File: src/rtl/gpio_pad_bridge.sv
`timescale 1ns/1ps
// -----------------------------------------------------------------------------
// gpio_pad_bridge
//
// Registered bridge between the Caravel user I/O pads and the fpga250 core
// GPIO ports, with a small Wishbone classic slave for control and status.
//
//   * Pad inputs pass through a SYNC_STAGES-deep synchronizer before reaching
//     the fabric or the IN register; output pads present 0 to the fabric.
//   * Pad outputs are registered; each pad can be overridden by software.
//   * Optional sticky rising-edge capture with write-1-to-clear.
//
// Optional feature macro: GPIO_BRIDGE_EDGE_EN
//   defined   -> EDGE registers (0x20/0x24), edge detect and W1C logic present.
//   undefined -> 0x20/0x24 read 0 and ignore writes (still acked).
//
// Register map (byte offset from BASE_ADDR; LO = pads 31:0, HI = pads above
// 31, zero-extended):
//   0x00/0x04 DIR      RW  1 = pad is an output
//   0x08/0x0C OVR_EN   RW  1 = io_out driven from OVR_VAL instead of fabric
//   0x10/0x14 OVR_VAL  RW
//   0x18/0x1C IN       RO  synchronized pad value
//   0x20/0x24 EDGE     W1C sticky rising-edge flags (input pads only)
//   other offsets in the 256-byte window: acked, read 0, writes ignored.
//
// Ports:
//   wb_clk_i, wb_rst_i     clock, synchronous active-high reset
//   wbs_*                  Wishbone classic slave (single-cycle ack)
//   io_in / io_out / io_oeb  pad side
//   fabric_in / fabric_out   fpga core GPIO side
// -----------------------------------------------------------------------------
module gpio_pad_bridge #(
  parameter int                   NUM_PADS    = 38,
  parameter logic [31:0]          BASE_ADDR   = 32'h3000_1000,
  parameter int                   SYNC_STAGES = 2,
  parameter logic [NUM_PADS-1:0]  DIR_RESET   = 38'h3F_FF00_7800
) (
  input  logic                wb_clk_i,
  input  logic                wb_rst_i,
  input  logic                wbs_stb_i,
  input  logic                wbs_cyc_i,
  input  logic                wbs_we_i,
  input  logic [3:0]          wbs_sel_i,
  input  logic [31:0]         wbs_adr_i,
  input  logic [31:0]         wbs_dat_i,
  output logic                wbs_ack_o,
  output logic [31:0]         wbs_dat_o,
  input  logic [NUM_PADS-1:0] io_in,
  output logic [NUM_PADS-1:0] io_out,
  output logic [NUM_PADS-1:0] io_oeb,
  output logic [NUM_PADS-1:0] fabric_in,
  input  logic [NUM_PADS-1:0] fabric_out
);

  localparam int W = NUM_PADS;

  // Register index = wbs_adr_i[7:3]; wbs_adr_i[2] selects the LO/HI half.
  typedef enum logic [4:0] {
    R_DIR     = 5'd0,
    R_OVR_EN  = 5'd1,
    R_OVR_VAL = 5'd2,
    R_IN      = 5'd3,
    R_EDGE    = 5'd4
  } reg_sel_e;

  // ---------------------------------------------------------------------------
  // Wishbone decode and handshake
  // ---------------------------------------------------------------------------
  logic        hit;
  logic        req;
  logic        ack_q, ack_d;
  logic        wr_en;
  reg_sel_e    reg_sel;
  logic        half_hi;
  logic [31:0] byte_mask32;
  logic [63:0] wr_mask64;
  logic [63:0] wr_data64;

  assign hit     = (wbs_adr_i[31:8] == BASE_ADDR[31:8]);
  assign req     = wbs_stb_i & wbs_cyc_i & hit;
  assign reg_sel = reg_sel_e'(wbs_adr_i[7:3]);
  assign half_hi = wbs_adr_i[2];

  // Ack the cycle after a request; the !ack_q term makes a held strobe ack
  // every other cycle.
  assign ack_d = req & ~ack_q;

  // Reset masks an ack already in flight so an interrupted access is never
  // seen as completed; the master reissues it.
  assign wbs_ack_o = ack_q & ~wb_rst_i;

  // The write commits on the edge that closes the ack cycle, using the
  // address/data the master is still holding.
  assign wr_en = wbs_ack_o & req & wbs_we_i;

  assign byte_mask32 = {{8{wbs_sel_i[3]}}, {8{wbs_sel_i[2]}},
                        {8{wbs_sel_i[1]}}, {8{wbs_sel_i[0]}}};
  assign wr_mask64   = half_hi ? {byte_mask32, 32'h0} : {32'h0, byte_mask32};
  assign wr_data64   = half_hi ? {wbs_dat_i,   32'h0} : {32'h0, wbs_dat_i};

  // Byte-lane merge into a pad-wide register; bits >= NUM_PADS fall away.
  function automatic logic [W-1:0] merge_bytes(input logic [W-1:0] old_val,
                                               input logic [63:0]  data,
                                               input logic [63:0]  mask);
    logic [63:0] ext;
    ext = 64'(old_val);
    ext = (ext & ~mask) | (data & mask);
    return W'(ext);
  endfunction

  // ---------------------------------------------------------------------------
  // Control registers and output path
  // ---------------------------------------------------------------------------
  logic [W-1:0] dir_q,     dir_d;
  logic [W-1:0] ovr_en_q,  ovr_en_d;
  logic [W-1:0] ovr_val_q, ovr_val_d;
  logic [W-1:0] io_out_q,  io_out_d;

  // NOTE: every output of a combinational block gets a default first, so no
  // path leaves it unassigned and no latch is inferred.
  always_comb begin
    dir_d     = dir_q;
    ovr_en_d  = ovr_en_q;
    ovr_val_d = ovr_val_q;
    if (wr_en) begin
      case (reg_sel)
        R_DIR:     dir_d     = merge_bytes(dir_q,     wr_data64, wr_mask64);
        R_OVR_EN:  ovr_en_d  = merge_bytes(ovr_en_q,  wr_data64, wr_mask64);
        R_OVR_VAL: ovr_val_d = merge_bytes(ovr_val_q, wr_data64, wr_mask64);
        default:   ;
      endcase
    end
    // Pad output register is driven regardless of DIR; io_oeb gates it.
    io_out_d = (ovr_en_q & ovr_val_q) | (~ovr_en_q & fabric_out);
  end

  // NOTE: sequential state uses non-blocking assignments so every flop samples
  // pre-edge values and simulation ordering cannot change the result.
  always_ff @(posedge wb_clk_i) begin
    if (wb_rst_i) begin
      ack_q     <= 1'b0;
      dir_q     <= DIR_RESET;
      ovr_en_q  <= '0;
      ovr_val_q <= '0;
      io_out_q  <= '0;
    end else begin
      ack_q     <= ack_d;
      dir_q     <= dir_d;
      ovr_en_q  <= ovr_en_d;
      ovr_val_q <= ovr_val_d;
      io_out_q  <= io_out_d;
    end
  end

  assign io_out = io_out_q;
  assign io_oeb = ~dir_q;

  // ---------------------------------------------------------------------------
  // Input synchronizer
  // ---------------------------------------------------------------------------
  logic [W-1:0] sync_q [SYNC_STAGES];
  logic [W-1:0] sync_val;

  // NOTE: the synchronizer array is reset explicitly (it is a handful of
  // flops, not a RAM) so fabric_in and the edge detector start from a known 0.
  always_ff @(posedge wb_clk_i) begin
    if (wb_rst_i) begin
      for (int i = 0; i < SYNC_STAGES; i++) sync_q[i] <= '0;
    end else begin
      sync_q[0] <= io_in;
      for (int i = 1; i < SYNC_STAGES; i++) sync_q[i] <= sync_q[i-1];
    end
  end

  assign sync_val  = sync_q[SYNC_STAGES-1];
  assign fabric_in = sync_val & ~dir_q;

  // ---------------------------------------------------------------------------
  // Sticky rising-edge capture
  // ---------------------------------------------------------------------------
  logic [W-1:0] edge_rd;

`ifdef GPIO_BRIDGE_EDGE_EN
  logic [W-1:0] edge_q, edge_d;
  logic [W-1:0] sync_prev_q;
  logic [W-1:0] rise;
  logic [W-1:0] clr;

  assign rise = sync_val & ~sync_prev_q & ~dir_q;
  assign clr  = (wr_en && reg_sel == R_EDGE) ? W'(wr_data64 & wr_mask64) : '0;

  // Set is applied after clear, so a coinciding new edge keeps the bit.
  always_comb begin
    edge_d = (edge_q & ~clr) | rise;
  end

  always_ff @(posedge wb_clk_i) begin
    if (wb_rst_i) begin
      edge_q      <= '0;
      sync_prev_q <= '0;
    end else begin
      edge_q      <= edge_d;
      sync_prev_q <= sync_val;
    end
  end

  assign edge_rd = edge_q;
`else
  assign edge_rd = '0;
`endif

  // ---------------------------------------------------------------------------
  // Read mux; data is forced to 0 outside the ack cycle so the top level can
  // OR this bus with the configuration port.
  // ---------------------------------------------------------------------------
  logic [63:0] rd64;
  logic [31:0] rd32;

  always_comb begin
    rd64 = 64'h0;
    case (reg_sel)
      R_DIR:     rd64 = 64'(dir_q);
      R_OVR_EN:  rd64 = 64'(ovr_en_q);
      R_OVR_VAL: rd64 = 64'(ovr_val_q);
      R_IN:      rd64 = 64'(sync_val);
      R_EDGE:    rd64 = 64'(edge_rd);
      default:   rd64 = 64'h0;
    endcase
    rd32 = half_hi ? rd64[63:32] : rd64[31:0];
  end

  assign wbs_dat_o = wbs_ack_o ? rd32 : 32'h0;

  // Byte-offset bits below the word are not decoded.
  logic unused_adr_lsb;
  assign unused_adr_lsb = &{1'b0, wbs_adr_i[1:0]};

endmodule

File: config.mk
export PLATFORM = sky130hd
export DESIGN_NAME = gpio_pad_bridge
export DESIGN_NICKNAME = d
export VERILOG_FILES = /design/src/rtl/gpio_pad_bridge.sv
export SDC_FILE = /design/constraint.sdc
export NUM_CORES = 1
export LEC_CHECK = 0
export BUFFER_PORTS_ARGS = -buffer_cell sky130_fd_sc_hd__clkbuf_2
export CORE_ASPECT_RATIO = 0.6
export CORE_MARGIN = 4
export CORE_UTILIZATION = 40
export CTS_CLUSTER_DIAMETER = 30
export DETAILED_ROUTE_END_ITERATION = 8
export SLEW_MARGIN = 20
export SYNTH_ARGS = -nofsm -noshare
export SYNTH_HDL_FRONTEND = slang
export SYNTH_SLANG_ARGS = --single-unit
File: constraint.sdc
create_clock -name wb_clk_i -period 2.2 [get_ports wb_clk_i]
set_input_delay 0.11 -clock wb_clk_i [delete_from_list [all_inputs] [get_ports wb_clk_i]]
set_output_delay 0.11 -clock wb_clk_i [all_outputs]
set_load 0.01 [all_outputs]
==> results of run 1 <==
## synth_stat cells, types with 7 or more instances
master	count	area share (%)
a21oi_1	54	2.7
a22oi_1	52	4.0
a41oi_1	8	0.71
and3_1	9	0.57
buf_2	12	0.61
clkbuf_1	45	1.7
dfxtp_1	229	47
inv_1	40	1.5
mux2i_1	128	13
nand2_1	12	0.46
nand2b_1	110	7.0
nand3_1	7	0.36
nand3b_1	7	0.53
nand4_1	18	1.1
nor2_1	60	2.3
nor2b_1	116	7.4
o21ai_0	8	0.41
o31ai_1	16	1.2
## worst max path at each step
stage                      start            end  depth (start not counted)
floorplan           wbs_adr_i[7]   wbs_dat_o[2]                          6
CTS                        ack_q  wbs_dat_o[22]                          5
global placement    wbs_adr_i[4]   wbs_dat_o[8]                          7
global route        wbs_adr_i[4]  wbs_dat_o[30]                          7
detailed placement  wbs_adr_i[4]           flop                          6
finish                     ack_q  wbs_dat_o[12]                          5
## metal layers
metal | track usage, % | up-vias
met4 | 5.90 | 0
li1 | - | 4330
met1 | 32.3 | 4271
met2 | 34.2 | 340
met5 | 0 | -
met3 | 5.35 | 46
## kinds of logic (layout without fill, tap and decap cells)
kind of cell,Yosys count,in the layout,share of synthesized area (%)
AOI/OAI and AO/OA,156,156,10.7
buffers and inverters,109,564,4.70
DFF,229,229,46.6
muxes,128,128,13.0
other,0,3,0
and+or+nand+nor,377,377,24.9
## worst max-delay path, cell delays in order (launching register included)
cell and delay, ns:
dfxtp_2 0.36, nor2b_4 0.17, or3b_4 0.40, buf_6 0.19, a21oi_1 0.17, clkbuf_2 0.16
## layout make-up
class | instances | area, µm² | area share (%)
Tap cell | 322 | 403 | 2.81
Antenna cell | 3 | 7.51 | 0.0523
Inverter | 40 | 150 | 1.05
Timing Repair Buffer | 452 | 3030 | 21.1
Clock inverter | 23 | 292 | 2.03
Sequential cell | 229 | 4590 | 31.9
Clock buffer | 49 | 1080 | 7.49
Multi-Input combinational cell | 661 | 4820 | 33.6
## where the power goes
| part | total [W] | switching, W | internal (W) |
|---|---|---|---|
| Clock | 0.00625 | 0.00215 | 0.00410 |
| Sequential | 0.00430 | 0.0000388 | 0.00426 |
| Combinational | 0.000736 | 0.000330 | 0.000406 |
| Total | 0.0113 | 0.00252 | 0.00876 |
## per-stage QoR
stage	hold WS [ns]	total power, W	worst slack [ns]	instance area (µm²)
6_report	0.0520	0.0113	0.123	14400
5_1_grt	0.0462	0.0117	0.0185	14400
4_1_cts	0.0254	0.0114	0.00442	14300
3_5_place_dp	0.322	0.00493	0.0852	11700
3_3_place_gp	0.319	0.00493	0.127	11700
2_1_floorplan	0.238	0.00465	0.541	9830
## repair_timing
| item | 4_1_cts | 5_1_grt |
|---|---|---|
| setup buffers | 0 | 0 |
| resized for setup | 6 | 5 |
| endpoints found under the hold margin | 163 | 0 |
| hold buffers | 124 | 0 |
| endpoints found under the setup margin | 32 | 30 |
==> impl_metrics.env, run 1 <==
export IMPL_status="complete, no violations"
export IMPL_synth_seq_area_share_pct=46.6
export IMPL_dp_hpwl_um=21600
export IMPL_vdd_drop_max_uv=481
export IMPL_dieArea_um2=27200
export IMPL_grt_antenna_before_repair=3
export IMPL_min_period_over_period_pct=94.4
export IMPL_hold_depth=3
export IMPL_mostFrequentLayoutCells="clkbuf_2 (292), dfxtp_1 (228), mux2i_1 (128)"
export IMPL_die_y_um=129
export IMPL_grt_pass1_vias=9022
export IMPL_nNetsFinal=1573
export IMPL_htreeDepth=2
export IMPL_portBuffers=293
export IMPL_cts_buffers=40
export IMPL_routed_wl_um=31700
export IMPL_clock_skew_ns=0.0139
export IMPL_avgRoutedWirePerCell_um=17.8
export IMPL_syn_to_final_growth_pct=46.0
export IMPL_syn_area_um2=9830
export IMPL_synth_edf_count=0
export IMPL_clock_sinks=229
export IMPL_synth_seq_cells=229
export IMPL_num_fill_cells=2086
export IMPL_r2r_start="ack_q"
export IMPL_layout_drive_gt1_share_pct=29.4
export IMPL_period_minus_slack_ns=2.08
export IMPL_gp_routability_congestion=0.857
export IMPL_power_density_nw_per_um2=786
export IMPL_setup_viol=0
export IMPL_wl_met3_um=2370
export IMPL_start_util_pct=40.7
export IMPL_io_pins=296
export IMPL_tns_ns=0
export IMPL_ff2ff_path_depth=5
export IMPL_holdCritStartpoint="wb_rst_i"
export IMPL_die_x_um=210
export IMPL_rsz0062_at_grt="no"
export IMPL_hold_violations=0
export IMPL_relSlewSlack_pct=50.9
export IMPL_grt_overflow=0
export IMPL_p_leak_nw=6.34
export IMPL_place_inst=1580
export IMPL_clk_pin_slew_ns=0.05
export IMPL_fin_cells=1779
export IMPL_synthFlopType="dfxtp_1"
export IMPL_cts_path_max_buffers=3
export IMPL_cts_root_buf="clkbuf_16"
export IMPL_netlist_instances=999
export IMPL_cap_violations=0
export IMPL_yosysUniqueCellTypes=41
export IMPL_cp_arrival_ns=1.97
export IMPL_drt_pass1_iterations=5
export IMPL_fmax_mhz=482
export IMPL_wl_met2_um=13700
export IMPL_vias=8987
export IMPL_path_class="reg -> out"
export IMPL_rows=44
export IMPL_worst_path_max_fanout=17
export IMPL_avgSynthCellArea_um2=9.84
export IMPL_drc_errors=0
export IMPL_critical_path_required_ns=2.09
export IMPL_wl_met1_um=15100
export IMPL_synthArstFlopShare_pct=0
export IMPL_vias_per_cell=5.05
export IMPL_report_final_slew_viol_count=0
export IMPL_core_area_um2=24200
export IMPL_grt_max_degree=86
export IMPL_tritoncts="yes"
export IMPL_grt_pass1_wl_um=49100
export IMPL_setup_worst_path_start_class="flop"
export IMPL_drtAntennaViolNets=0
export IMPL_tightest_slew_ns=0.736
export IMPL_r2r_slack_ns=0.32
export IMPL_final_core_util_pct=59.4
export IMPL_clk_latency_ns=0.52
export IMPL_ys_warn_count=0
export IMPL_end_kind="output pin"
export IMPL_hold_path_class="in -> reg"
export IMPL_drt_iter0_drc=657
export IMPL_top_layer_used="met4"
export IMPL_synth_net_count=1148
export IMPL_final_common_cell="clkbuf_2"
export IMPL_grtUsageTotal_pct=22.5
(Power assumes the default switching activity.)
==> run 2, diff against run 1 <==
--- a/config.mk
+++ b/config.mk
@@ -5,6 +5,7 @@
 export SDC_FILE = /design/constraint.sdc
 export NUM_CORES = 1
 export LEC_CHECK = 0
+export ABC_AREA = 1
 export BUFFER_PORTS_ARGS = -buffer_cell sky130_fd_sc_hd__clkbuf_2
 export CORE_ASPECT_RATIO = 0.6
 export CORE_MARGIN = 4
==> run 2 against run 1 <==
  * First-iteration DRC count increased by 0.30%
  * Sequential share of layout area increased by 0.75 points
  * Clock power decreased by 2%
  * Area after synthesis decreased by 1.1%
  * Sequential power about the same
  * Power decreased by 1.5%
  * Fmax decreased by 0.82%
  * Critical endpoint is now wbs_dat_o[19]
==> impl_metrics.env, run 2 <==
export IMPL_drt_iter0_drc=659
export IMPL_dieArea_um2=27000
export IMPL_grt_pass1_wl_um=51800
export IMPL_seqPwrFrac_pct=38.6
export IMPL_synth_edf_count=0
export IMPL_grt_pass1_vias=9460
export IMPL_clock_skew_ns=0.0214
export IMPL_drc_errors=0
export IMPL_power_frac_comb_pct=6.3
export IMPL_setup_viol=0
export IMPL_min_period_over_period_pct=95.2
export IMPL_r2r_start="ack_q"
export IMPL_relSlewSlack_pct=45.7
export IMPL_p_int_w=0.00862
export IMPL_synth_top_area_share_pct=47.1
export IMPL_drt_pass1_iterations=5
export IMPL_report_final_slew_viol_count=0
export IMPL_die_x_um=209
export IMPL_synth_seq_cells=229
export IMPL_grt_antenna_before_repair=0
export IMPL_max_stage_delay_ns=0.36
export IMPL_worst_path_max_fanout=26
export IMPL_mostFrequentLayoutCells="nor2_1 (384), clkbuf_2 (292), inv_1 (244)"
export IMPL_final_common_cell="nor2_1"
export IMPL_synth_seq_area_share_pct=47.1
export IMPL_dp_hpwl_um=22800
export IMPL_io_pins=296
export IMPL_tns_ns=0
export IMPL_tritoncts="yes"
export IMPL_grt_max_degree=153
export IMPL_end_kind="output pin"
export IMPL_hold_path_class="in -> reg"
export IMPL_p_leak_nw=7.45
export IMPL_vias_per_cell=4.72
export IMPL_placed_cell_area_um2=11600
export IMPL_gp_routability_congestion=0.834
export IMPL_yosysTopAreaCell="dfxtp_1"
export IMPL_synth_net_count=1548
export IMPL_grtUsageTotal_pct=24.1
export IMPL_ys_warn_count=0
export IMPL_crit_start="ack_q"
export IMPL_status="complete, no violations"
export IMPL_syn_area_um2=9730
export IMPL_sw_frac_of_total_pct=22.5
export IMPL_netlist_instances=1399
export IMPL_start_util_pct=41.4
export IMPL_avgSynthCellArea_um2=6.95
export IMPL_n_antenna_cell=0
export IMPL_path_class="reg -> out"
export IMPL_pre_cts_slack_ns=0.262
export IMPL_p_switching_w=0.00250
export IMPL_layout_drive_gt1_share_pct=23.1
export IMPL_portBuffers=293
export IMPL_fin_cells=2157
export IMPL_synth_common_cells="nor2_1 (386), inv_1 (244), nand2_1 (235)"
export IMPL_hold_depth=6
export IMPL_yosysMostFrequentCell="nor2_1"
export IMPL_setup_ws_ns=0.106
export IMPL_tightest_slew_ns=0.814
export IMPL_place_inst=1980
export IMPL_cp_arrival_ns=1.98
export IMPL_cts_root_buf="clkbuf_16"
export IMPL_period_minus_slack_ns=2.09
export IMPL_postLayoutCellArea_um2=14000
export IMPL_clk_latency_ns=0.52
export IMPL_cp_cell_sequence="inv_1, nor2_2, nand3b_1, buf_4, nor2_4, inv_6, nor2_1, clkbuf_2"
export IMPL_synthFlopType="dfxtp_1"
export IMPL_fmax_mhz=478
export IMPL_critical_path_required_ns=2.09
export IMPL_vdd_drop_max_uv=461
export IMPL_min_to="ack_q"
export IMPL_synthArstFlopShare_pct=0
export IMPL_grt_overflow=0
export IMPL_syn_to_final_growth_pct=44.2
export IMPL_die_y_um=129
export IMPL_htreeDepth=2
export IMPL_cts_buffers=38
export IMPL_setup_worst_path_start_class="flop"
export IMPL_cts_path_max_buffers=3
export IMPL_holdCritStartpoint="wbs_adr_i[8]"
export IMPL_clock_sinks=229
export IMPL_power_density_nw_per_um2=793
export IMPL_yosys_top_cells_area="dfxtp_1 (47%), nor2_1 (15%), inv_1 (9.4%), nand2_1 (9.1%), o22ai_1 (4.9%)"
export IMPL_routed_wl_um=34000
export IMPL_avgRoutedWirePerCell_um=15.8
export IMPL_nNetsFinal=1963
export IMPL_core_area_um2=23500
export IMPL_critPathSlowestCell="dfxtp_1"
export IMPL_ff2ff_path_depth=6
export IMPL_yosysUniqueCellTypes=24
export IMPL_hold_violations=0
export IMPL_r2r_slack_ns=0.42
export IMPL_vias=10200
export IMPL_cap_violations=0
export IMPL_clk_pin_slew_ns=0.05
export IMPL_clkPwrFrac_pct=55.1
export IMPL_drtAntennaViolNets=0
export IMPL_rows=43
-- run 2: final cells by class --
class,instances,area (µm²)
timing repair buffer,427,2790
inverter,252,953
fill,2192,9490
clock buffer,50,1110
clock inverter,18,216
sequential,229,4580
tap,315,394
multi-input combinational,866,3980
-- run 2: how the worst max path moves through the flow --
stage | endpoint | slack (ns) | cells past startpoint
2_1_floorplan | wbs_dat_o[10] | 0.73 | 7
3_3_place_gp | flop | 0.33 | 10
3_5_place_dp | flop | 0.26 | 10
4_1_cts | wbs_dat_o[31] | 0.06 | 7
5_1_grt | wbs_dat_o[27] | -0.003 | 8
6_report | wbs_dat_o[19] | 0.11 | 8
-- run 2: metrics by stage --
stage	util, %	power (W)	hold WS [ns]
floorplan	-	0.00461	0.217
global placement	49.3	0.00490	0.302
detailed placement	49.3	0.00491	0.305
CTS	59.6	0.0112	0.0210
global route	59.7	0.0115	0.0666
finish	59.7	0.0111	0.0358
-- run 2: logic make-up after synthesis --
| kind of cell | synth area share [%] |
|---|---|
| compound gates | 9.41 |
| simple gates | 31.2 |
| flops | 47.1 |
| buf+inv | 12.3 |
-- run 2: routing by layer --
layer | global-route usage [%] | routed length (µm)
met5 | 0 | 0
met4 | 5.83 | 641
met3 | 5.63 | 2920
met2 | 37.4 | 14800
met1 | 34.3 | 15600
-- run 2: what timing repair did --
item / in CTS / in global routing
endpoints found under the setup margin: 8 / 24
hold buffers: 108 / 0
setup buffers: 0 / 1
gates resized for setup: 1 / 5
hold endpoints to repair: 190 / 0
-- run 2: worst max-delay path, delay by kind of cell (launching register included) --
kind                   cells  cell delay, ns
buffers and inverters      4            0.55
flip-flops                 1            0.36
AND/OR/NAND/NOR            4            0.55
-- run 2: power groups by stage --
stage	logic, W	clock network [W]	registers (W)
final	0.000703	0.00613	0.00429
after global routing	0.000772	0.00643	0.00429
after CTS	0.000697	0.00621	0.00428
after detailed placement	0.000540	0	0.00437
after global placement	0.000535	0	0.00437
after floorplan	0.000228	0	0.00438
==> run 3, diff against run 2 <==
--- a/config.mk
+++ b/config.mk
@@ -9,9 +9,10 @@
 export BUFFER_PORTS_ARGS = -buffer_cell sky130_fd_sc_hd__clkbuf_2
 export CORE_ASPECT_RATIO = 0.6
 export CORE_MARGIN = 4
-export CORE_UTILIZATION = 40
+export CORE_UTILIZATION = 51
 export CTS_CLUSTER_DIAMETER = 30
 export DETAILED_ROUTE_END_ITERATION = 8
+export PLACE_DENSITY = 0.79
 export SLEW_MARGIN = 20
 export SYNTH_ARGS = -nofsm -noshare
 export SYNTH_HDL_FRONTEND = slang
==> run 3 against run 2 <==
  * Clock power shrank 8.2%
  * Sequential share of layout area up 0.55 points
  * Hold slack worse by 0.014 ns
  * Die area fell by 21%
  * Via count grew 4.9%
  * Sequential power about the same
  * Critical path depth decreased by 1
  * Final area shrank 1.7%
  * First-iteration DRC count up 49%
  * Combinational power about the same
  * Cell count fell by 3.8%
  * Largest power group unchanged
==> impl_metrics.env, run 3 (same netlist as run 2, synthesis figures left out) <==
export IMPL_clk_latency_ns=0.49
export IMPL_fmax_mhz=479
export IMPL_worst_path_max_fanout=26
export IMPL_dieArea_um2=21400
export IMPL_layout_drive_gt1_share_pct=22.9
export IMPL_cp_cell_sequence="inv_1, nor2_2, nand3b_1, nor2_4, inv_4, nor2_1, clkbuf_2"
export IMPL_max_stage_delay_ns=0.35
export IMPL_grt_overflow=0
export IMPL_hold_path_class="in -> reg"
export IMPL_critical_path_required_ns=2.09
export IMPL_grt_antenna_before_repair=3
export IMPL_portBuffers=293
export IMPL_rsz0062_at_grt="no"
export IMPL_final_core_util_pct=75.0
export IMPL_setup_viol=0
export IMPL_cap_violations=0
export IMPL_grt_max_degree=153
export IMPL_mostFrequentLayoutCells="nor2_1 (383), clkbuf_2 (292), inv_1 (244)"
export IMPL_nNetsFinal=1953
export IMPL_dp_hpwl_um=21900
export IMPL_period_minus_slack_ns=2.09
export IMPL_min_period_over_period_pct=95.0
export IMPL_htreeDepth=2
export IMPL_die_x_um=186
export IMPL_tns_ns=0
export IMPL_status="complete, no violations"
export IMPL_fin_cells=2075
export IMPL_p_leak_nw=7.37
export IMPL_drt_pass1_iterations=7
export IMPL_path_class="reg -> out"
export IMPL_place_inst=1902
export IMPL_grtUsageTotal_pct=30.4
export IMPL_core_area_um2=18400
export IMPL_drtAntennaViolNets=0
export IMPL_cts_path_max_buffers=3
export IMPL_final_common_cell="nor2_1"
export IMPL_syn_to_final_growth_pct=41.8
export IMPL_vdd_drop_max_uv=863
export IMPL_cp_arrival_ns=1.98
export IMPL_num_fill_cells=1382
export IMPL_vias=10700
export IMPL_clock_skew_ns=0.0205
export IMPL_report_final_slew_viol_count=0
export IMPL_routed_wl_um=33600
export IMPL_setup_worst_path_start_class="flop"
export IMPL_tightest_slew_ns=0.690
export IMPL_cts_buffers=34
export IMPL_critPathSlowestCell="dfxtp_1"
export IMPL_start_util_pct=52.9
export IMPL_hold_violations=0
export IMPL_end_kind="output pin"
export IMPL_io_pins=296
export IMPL_drc_errors=0
export IMPL_grt_pass1_wl_um=53200
export IMPL_drt_iter0_drc=979
export IMPL_die_y_um=115
export IMPL_gp_routability_congestion=0.913
export IMPL_cts_root_buf="clkbuf_16"
export IMPL_clk_pin_slew_ns=0.06
export IMPL_relSlewSlack_pct=54.0
export IMPL_vias_per_cell=5.15
export IMPL_avgRoutedWirePerCell_um=16.2
export IMPL_grt_pass1_vias=10300
export IMPL_clock_sinks=229
export IMPL_power_density_nw_per_um2=770
export IMPL_rows=38
export IMPL_tritoncts="yes"
## run 3: cell count changes in the layout (fill, tap and decap cells not counted), moves of 2 or more
cell and change:
clkinv_4 +3, buf_4 -4, dlygate4sd3_1 -2, clkbuf_16 -4, clkbuf_1 -3, inv_6 -2
diode_2 +6
## run 3: routing by layer
| layer | vias to the layer above | share of wire [%] | global-route usage (%) |
|---|---|---|---|
| li1 | 5119 | - | - |
| met2 | 649 | 45 | 49.5 |
| met1 | 4822 | 41 | 39.1 |
| met3 | 93 | 11 | 8.37 |
| met5 | - | 0.039 | 0 |
| met4 | 2 | 3.1 | 12.2 |
## run 3: worst paths after layout
kind                                    from            end  slack (ns)  cells past startpoint
worst max-delay path                   ack_q  wbs_dat_o[23]        0.11                      7
worst min-delay path            wbs_dat_i[0]           flop        0.02                      3
worst max register to register         ack_q           flop        0.41                      6
worst min register to register  sync_q[0][7]  sync_q[0][45]        0.40                      2
## run 3: repair_timing
action	in CTS	in global routing
endpoints found under the setup margin	4	10
gates resized for setup	2	5
pin swaps	0	1
setup buffers	0	0
hold buffers	106	0
hold endpoints to repair	182	0
## run 3: layout make-up
| type | instances | area (µm²) | share of cell area [%] |
|---|---|---|---|
| inverter | 252 | 951 | 6.89 |
| clock inverter | 19 | 225 | 1.63 |
| sequential | 229 | 4580 | 33.2 |
| clock buffer | 42 | 985 | 7.14 |
| antenna | 6 | 15.0 | 0.109 |
| tap | 240 | 300 | 2.18 |
| multi-input combinational | 866 | 3990 | 28.9 |
| timing repair buffer | 421 | 2750 | 19.9 |
## run 3: metrics by stage
| stage | power [W] | area (µm²) | setup WS, ns | hold WS (ns) |
|---|---|---|---|---|
| floorplan | 0.00461 | 9730 | 0.726 | 0.217 |
| global placement | 0.00489 | 11500 | 0.260 | 0.302 |
| detailed placement | 0.00490 | 11500 | 0.211 | 0.306 |
| CTS | 0.0107 | 13800 | 0.0443 | 0.00448 |
| global route | 0.0110 | 13800 | 0.0238 | 0.00320 |
| finish | 0.0106 | 13800 | 0.111 | 0.0213 |
## run 3: power breakdown
part           total, W  internal, W  switching, W
clock           0.00563      0.00367       0.00196
combinational  0.000706     0.000326      0.000380
sequential      0.00428      0.00425     0.0000307
total            0.0106      0.00825       0.00237
## run 3: worst max-delay path: cells and delay by family (launching register included)
family        cells  cell delay, ns
simple gates      4            0.75
buf+inv           3            0.40
flops             1            0.35
